File: src/rtl/spi_pkg.sv
// Shared SPI definitions for the frame transmitter and receiver.
package spi_pkg;

  localparam int FRAME_W = 48;

  typedef enum logic [2:0] {
    IDLE,
    SETUP,
    SHIFT_HI,
    SHIFT_LO,
    HOLD
  } spi_state_t;

endpackage

File: src/rtl/spi_clk_div.sv
// Half-period tick generator: one tick every CLKDIV clk cycles.
module spi_clk_div #(
  parameter int CLKDIV = 4
) (
  input  logic clk,
  input  logic nreset,
  input  logic clear,
  output logic tick
);

  localparam int CW = $clog2(CLKDIV + 1);
  localparam logic [CW-1:0] LAST = CW'(CLKDIV - 1);

  logic [CW-1:0] cnt;

  assign tick = (cnt == LAST);

  always_ff @(posedge clk or negedge nreset) begin
    if (!nreset) begin
      cnt <= '0;
    end else if (clear || tick) begin
      cnt <= '0;
    end else begin
      cnt <= cnt + 1'b1;
    end
  end

endmodule

File: src/rtl/spi_frame_tx.sv
// Mode-0 SPI frame transmitter: one WIDTH-bit frame per accepted start.
module spi_frame_tx
  import spi_pkg::*;
#(
  parameter int WIDTH  = FRAME_W,
  parameter int CLKDIV = 4
) (
  input  logic             clk,
  input  logic             nreset,
  input  logic             start,
  input  logic [WIDTH-1:0] data,
  output logic             sck,
  output logic             sdo,
  output logic             ce,
  output logic             busy,
  output logic             done
);

  localparam int BW = $clog2(WIDTH);
  localparam logic [BW-1:0] LAST_BIT = BW'(WIDTH - 1);

  spi_state_t       state;
  logic [WIDTH-2:0] shreg;
  logic [BW-1:0]    bit_cnt;
  logic             tail;
  logic             tick;
  logic             clear;

  assign clear = (state == IDLE);

  spi_clk_div #(.CLKDIV(CLKDIV)) u_div (
    .clk    (clk),
    .nreset (nreset),
    .clear  (clear),
    .tick   (tick)
  );

  always_ff @(posedge clk or negedge nreset) begin
    if (!nreset) begin
      state   <= IDLE;
      sck     <= 1'b0;
      sdo     <= 1'b0;
      ce      <= 1'b0;
      busy    <= 1'b0;
      done    <= 1'b0;
      shreg   <= '0;
      bit_cnt <= '0;
      tail    <= 1'b0;
    end else begin
      done <= 1'b0;
      unique case (state)
        IDLE: if (start) begin
          shreg   <= data[WIDTH-2:0];
          sdo     <= data[WIDTH-1];
          ce      <= 1'b1;
          busy    <= 1'b1;
          bit_cnt <= '0;
          tail    <= 1'b0;
          state   <= SETUP;
        end
        SETUP: if (tick) begin
          sck   <= 1'b1;
          state <= SHIFT_HI;
        end
        SHIFT_HI: if (tick) begin
          sck <= 1'b0;
          if (bit_cnt == LAST_BIT) begin
            state <= HOLD;
          end else begin
            sdo     <= shreg[WIDTH-2];
            shreg   <= shreg << 1;
            bit_cnt <= bit_cnt + 1'b1;
            state   <= SHIFT_LO;
          end
        end
        SHIFT_LO: if (tick) begin
          sck   <= 1'b1;
          state <= SHIFT_HI;
        end
        // HOLD spans the trailing sck-low half-period plus the ce hold time
        HOLD: if (tick) begin
          if (!tail) begin
            tail <= 1'b1;
          end else begin
            ce    <= 1'b0;
            busy  <= 1'b0;
            done  <= 1'b1;
            sdo   <= 1'b0;
            state <= IDLE;
          end
        end
        default: state <= IDLE;
      endcase
    end
  end

endmodule

File: config.mk
export PLATFORM = sky130hd
export DESIGN_NAME = spi_frame_tx
export DESIGN_NICKNAME = d
export VERILOG_FILES = /design/src/rtl/spi_pkg.sv /design/src/rtl/spi_clk_div.sv /design/src/rtl/spi_frame_tx.sv
export SDC_FILE = /design/constraint.sdc
export NUM_CORES = 1
export LEC_CHECK = 0
export CAP_MARGIN = 20
export CORE_AREA = 2 2 108 89
export CTS_BUF_LIST = sky130_fd_sc_hd__clkbuf_4
export CTS_CLUSTER_SIZE = 14
export DETAILED_ROUTE_END_ITERATION = 8
export DIE_AREA = 0 0 110 91
export PLACE_DENSITY = 0.59
export SLEW_MARGIN = 10
export SYNTH_ARGS = -nofsm -noshare
export SYNTH_HDL_FRONTEND = slang
export SYNTH_HIERARCHICAL = 1
export SYNTH_SLANG_ARGS = --single-unit
File: constraint.sdc
create_clock -name clk -period 3.1 [get_ports clk]
set_input_delay 0.62 -clock clk [delete_from_list [all_inputs] [get_ports clk]]
set_output_delay 0.62 -clock clk [all_outputs]
set_load 0.05 [all_outputs]
* Word-level counts from Yosys, hierarchy flattened
Index checks and enable logic that the tools add are counted.
Word-level totals: register bits 64, logic and storage cells 68, output and inout bits 5, input bits 51
Operators by class: add/sub/neg operators 2, multiplexer cells 32, equal/unequal tests 12, reduce and logical (&&, ||, !) cells 13
Operator list (count):
- 47-bit 2-to-1 mux | 3
- 47-bit case mux with 2 select lines | 1
- 3-bit 2-to-1 mux | 7
- 6-bit 2-to-1 mux | 3
- 1-bit 2-to-1 mux | 12
- 3-bit case mux with 4 select lines | 1
- 6-bit case mux with 2 select lines | 1
- 3-bit by 2-bit == test with 1-bit output, second input constant | 3
- 4-bit AND reduction | 2
- 6-bit by 1-bit adder with 6-bit output, second input constant | 1
- 6-bit == test, second input constant | 1
- 2-bit by 1-bit != test with 1-bit output, second input constant | 3
- 2-bit != test, second input constant | 3
- 1-bit case mux with 2 select lines | 3
- 3-bit AND reduction | 2
- 6-bit AND reduction | 1
- 2-bit nonzero test | 3
- 5-bit AND reduction | 1
- 3-bit by 1-bit adder with 3-bit output, second input constant | 1
- 3-bit by 1-bit == test with 1-bit output, second input constant | 1
- 3-bit == test, second input constant | 1
- 3-bit logical NOT | 1
- 1-bit case mux with 3 select lines | 1
- 3-bit nonzero test | 1
- 2 further kinds | 2

* Depth between registers and ports, before layout
depth in word-level cells 4, mapped depth 9, depth with buffers taken out 6

* By module
The synthesis kept the hierarchy.
Modules (own cells, without submodules):
- spi_frame_tx | sequential area each 1526.5 µm², cells each 347, times used 1, area an instance 2902.8 µm²
- spi_clk_div | sequential area each 75.1 µm², cells each 9, times used 1, area an instance 126.4 µm²

* Worst setup path before layout
No wires, ideal clock.
path kind reg-to-reg, start register u_div.cnt[0], end register sdo, buffers on the path 1, clock period less this slack 1954 ps, stages on the path, launching flop included 8, required time 2975 ps, path slack 1146 ps, library setup time 125 ps, data arrival time 1829 ps, path through dfrtp_1 > ha_1 > ha_1 > clkbuf_1 > a21oi_1 > nand2b_1 > a221oi_1 > mux2_2
On the way: cells in the longest elaborated chain, start to end 3, elaborated cells on any way between the ends 4, classes of those cells 3 x eq/ne; 1 x reduce/logical
RTL lines:
- from (decl) | RTL line spi_clk_div.sv:14 | logic [CW-1:0] cnt;
- from (signal assigned) | RTL line spi_clk_div.sv:24 | cnt <= cnt + 1'b1;
- 3-bit by 2-bit == test with 1-bit output (*) | RTL line spi_clk_div.sv:16 | assign tick = (cnt == LAST);
- net tick | RTL line spi_frame_tx.sv:26 | logic tick;
- 2-bit by 1-bit != test with 1-bit output (no source line)
- 6-bit AND reduction (no source line) (*)
- to (signal assigned) | RTL line spi_frame_tx.sv:54 | sdo <= data[WIDTH-1];
- to (signal assigned) | RTL line spi_frame_tx.sv:70 | sdo <= shreg[WIDTH-2];
- to (decl) | RTL line spi_frame_tx.sv:13 | output logic sdo,
The timed path passes the listed nets; every way through them passes the cells marked *. A chain may end at the register's enable or synchronous reset.

* Worst setup path in the final report
start register u_div.cnt[0], end register bit_cnt[2]
On the way: cells in the longest elaborated chain, start to end 3
RTL lines:
- 3-bit by 2-bit == test with 1-bit output | RTL line spi_clk_div.sv:16
- net tick | RTL line spi_frame_tx.sv:26
- 2-bit by 1-bit != test with 1-bit output (no source line)
- 4-bit AND reduction (no source line)
- to (signal assigned) | RTL line spi_frame_tx.sv:72 | bit_cnt <= bit_cnt + 1'b1;
- to (decl) | RTL line spi_frame_tx.sv:24 | logic [BW-1:0] bit_cnt;
The timed path passes the listed nets, and every way through them passes these cells.

==> impl_metrics.env <==
export IMPL_finalWorstPathRequiredPeriod_ns=2.27
export IMPL_clock_sinks=64
export IMPL_worst_slack_ns=0.826
export IMPL_tns_ns=0
export IMPL_wl_met2_mm=2.74
export IMPL_final_util_pct=42.5
export IMPL_drcViolationCount=0
export IMPL_htree_levels=3
export IMPL_drt_iter0_drc=124
export IMPL_synth_area_um2=3030
export IMPL_insertion_delay_ns=0.40
export IMPL_holdBufCountCts=0
export IMPL_maxCapViolations=0
export IMPL_swShare_pct=39.3
export IMPL_vias_per_cell=4.89
export IMPL_clk_path_buf_depth=2
export IMPL_wl_mm=6.52
export IMPL_yosysTopAreaCell="dfrtp_1"
export IMPL_antenna_found_initial=0
export IMPL_grt_use_total_pct=14.1
export IMPL_regArea_um2=1600
export IMPL_ir_drop_uv=470
export IMPL_cts_setup_buffers=0
export IMPL_critPathMaxFanout=100
export IMPL_design_area_um2=3780
export IMPL_gp_congestion=0.752
export IMPL_drtAntennaViolNets=0
export IMPL_max_slew_margin_rel_pct=39.4
export IMPL_synth_cells=356
export IMPL_drive_gt1_share_pct=5.75
export IMPL_tightest_slew_ns=0.906
export IMPL_vias=2518
export IMPL_wl_met3_um=424
export IMPL_syn_to_final_growth_pct=24.7
export IMPL_die_h_um=91
export IMPL_hp_class="primary input to asynchronous set/reset pin"
export IMPL_outcome="finished clean"
export IMPL_grt_pass1_vias=2382
export IMPL_overflow=0
export IMPL_grt_pass1_wl_mm=11.1
export IMPL_p_int_mw=2.04
export IMPL_p_switching_mw=1.32
export IMPL_synth_area_leaders="dfrtp_1 53%, nand2_1 13%, a31oi_1 9.7%"
export IMPL_synth_fp_nets=410
export IMPL_worst_setup_path_start_kind="register"
export IMPL_ys_seq_area_share_pct=52.9
export IMPL_r2r_cells=7
export IMPL_r2r_end="bit_cnt[2]$_DFFE_PN0P_"
export IMPL_ios=56
export IMPL_synth_top_cell_area_share_pct=52.9
export IMPL_synth_seq_cells=64
export IMPL_fillers=909
export IMPL_finalClockSkew_ns=0.0104
export IMPL_pwr_share_seq_pct=42.3
export IMPL_reg2reg_from="u_div/cnt[0]$_DFF_PN0_"
export IMPL_wire_per_inst_um=12.7
export IMPL_grt_max_degree=101
export IMPL_placed_cell_area_um2=3620
export IMPL_hold_violations=0
export IMPL_crit_type="register to register"
export IMPL_synthDistinctLibCells=36
export IMPL_syn_mean_instance_area_um2=8.51
export IMPL_top_layer_used="met4"
export IMPL_grt_setup_unrepaired="no"
export IMPL_slew_violations=0
export IMPL_fmax_ghz=0.440
export IMPL_clkTransAtPathRegs_ns=0.11
export IMPL_endpoint_kind="register"
export IMPL_yosys_warnings=6
export IMPL_power_density_nw_per_um2=890
export IMPL_insertedDiodeCount=0
export IMPL_p_leak_nw=1.59
export IMPL_fin_crit_sh_pct=73.4
export IMPL_cts_tree="yes"
export IMPL_cts_buffers=9
export IMPL_post_cts_resized=0
export IMPL_pwr_share_clk_pct=18.7
export IMPL_rows=31
export IMPL_hpwl_mm=4.18
export IMPL_die_w_um=110
export IMPL_dieArea_um2=10000
export IMPL_wl_met1_mm=3.30
export IMPL_core_area_um2=8880
export IMPL_setup_viol=0
export IMPL_combPwrFrac_pct=39.0
export IMPL_io_buffers=55
export IMPL_cp_arrival_ns=2.58
export IMPL_multiInputGateArea_um2=1270
export IMPL_rrSetupSlack_ns=0.83
export IMPL_required_ns=3.40
export IMPL_final_nets=449
export IMPL_dp_slack_ns=0.598
export IMPL_start_util_pct=34.1
export IMPL_cts_root_buf="clkbuf_4"
export IMPL_first_pass_iters=5
[sequential cells by signal, summed over array words and instances, names as in the netlist]
signal and cells:
done 1, tail 1, u_div/cnt 3, sdo 1, shreg 47, busy 1
state 3, sck 1, bit_cnt 6
[cells in the mapped netlist]
| cell type | count |
|---|---|
| a311oi_2 | 1 |
| a22oi_1 | 1 |
| nor3_1 | 4 |
| nand3_1 | 6 |
| or3_1 | 2 |
| and2_1 | 1 |
| clkbuf_1 | 15 |
| o22ai_1 | 2 |
| o2bb2ai_1 | 1 |
| buf_2 | 6 |
| o31ai_1 | 1 |
| o22a_1 | 1 |
| ha_1 | 3 |
| or2_0 | 1 |
| a211oi_1 | 1 |
| o41ai_1 | 1 |
| mux2i_1 | 2 |
| a31oi_1 | 47 |
| nor3b_2 | 1 |
| buf_6 | 1 |
| nor2_1 | 52 |
| a221oi_1 | 1 |
| o21a_1 | 1 |
| o21ai_1 | 2 |
| a21oi_1 | 7 |
| dfrtp_1 | 64 |
| nand2b_1 | 2 |
| a21o_1 | 2 |
| nor2b_1 | 2 |
| and4_1 | 1 |
| inv_1 | 5 |
| o21ai_0 | 6 |
| nand2_1 | 104 |
| and3_1 | 1 |
| buf_4 | 7 |
| mux2_2 | 1 |
[critical path: stages (launching register included)]
cell,delay [ns]
dfrtp_1,0.36
ha_1,0.15
ha_1,0.44
mux2i_1,0.20
a311oi_4,0.33
buf_12,0.36
o21ai_1,0.12
a21o_1,0.20
[layout make-up]
class	count	share of cell area [%]
Sequential cell	64	42.4
Multi-Input combinational cell	258	33.7
Timing Repair Buffer	57	15.5
Tap cell	115	3.81
Clock inverter	7	2.29
Clock buffer	9	1.79
Inverter	5	0.497
[layer usage]
| metal | GRT usage (%) | vias to the layer above |
|---|---|---|
| met2 | 20.3 | 60 |
| met4 | 4.11 | 0 |
| met3 | 4.52 | 4 |
| met1 | 20.2 | 1173 |
| li1 | - | 1281 |
| met5 | 0 | - |
[per-stage QoR]
| stage | hold slack (ns) | power [mW] | cells |
|---|---|---|---|
| 2_1_floorplan | 0.324 | 2.45 | 356 |
| 3_3_place_gp | 0.421 | 2.73 | 499 |
| 3_5_place_dp | 0.422 | 2.77 | 499 |
| 4_1_cts | 0.255 | 3.41 | 515 |
| 5_1_grt | 0.281 | 3.70 | 515 |
| 6_report | 0.257 | 3.36 | 515 |
[power by group through the flow]
stage	Clock [mW]	Combinational (mW)	Sequential (mW)
after floorplan	0	1.05	1.40
after global placement	0	1.30	1.43
after detailed placement	0	1.33	1.44
after CTS	0.650	1.33	1.43
after global routing	0.693	1.52	1.48
final	0.628	1.31	1.42
[placed cells by master (no fill, tap or decap), types with 2 or more instances in the layout]
cell type,Yosys,layout
o22ai_1,2,2
o21ai_1,2,2
ha_1,3,3
a21oi_1,7,7
nand2b_1,2,2
bufinv_16,0,2
or3_1,2,2
o21ai_0,6,6
nor2b_1,2,2
clkbuf_4,0,9
nand3_1,6,6
dfrtp_1,64,64
mux2i_1,2,2
nand2_1,104,103
a21o_1,2,2
clkinv_2,0,3
clkdlybuf4s50_1,0,54
nor3_1,4,4
a31oi_1,47,47
buf_12,0,2
inv_1,5,5
nor2_1,52,52
[worst max path at each step]
stage                           start                     end
6_report       u_div/cnt[0]$_DFF_PN0_  bit_cnt[2]$_DFFE_PN0P_
2_1_floorplan  u_div/cnt[0]$_DFF_PN0_         sdo$_DFFE_PN0P_
4_1_cts        u_div/cnt[0]$_DFF_PN0_  bit_cnt[2]$_DFFE_PN0P_
3_3_place_gp                    start  bit_cnt[2]$_DFFE_PN0P_
5_1_grt        u_div/cnt[0]$_DFF_PN0_  bit_cnt[2]$_DFFE_PN0P_
3_5_place_dp                    start  bit_cnt[2]$_DFFE_PN0P_
[cells by family (layout without fill, tap and decap cells)]
kind of cell / Yosys count / count (layout) / share of synthesized area, %
and+or+nand+nor: 177 / 177 / 23.5
AOI/OAI and AO/OA: 75 / 75 / 15.7
buffers and inverters: 34 / 78 / 5.58
DFF: 64 / 64 / 52.9
muxes: 3 / 3 / 1.03
adders and majority gates: 3 / 3 / 1.24
No activity file was read; power rests on OpenSTA's default activity.
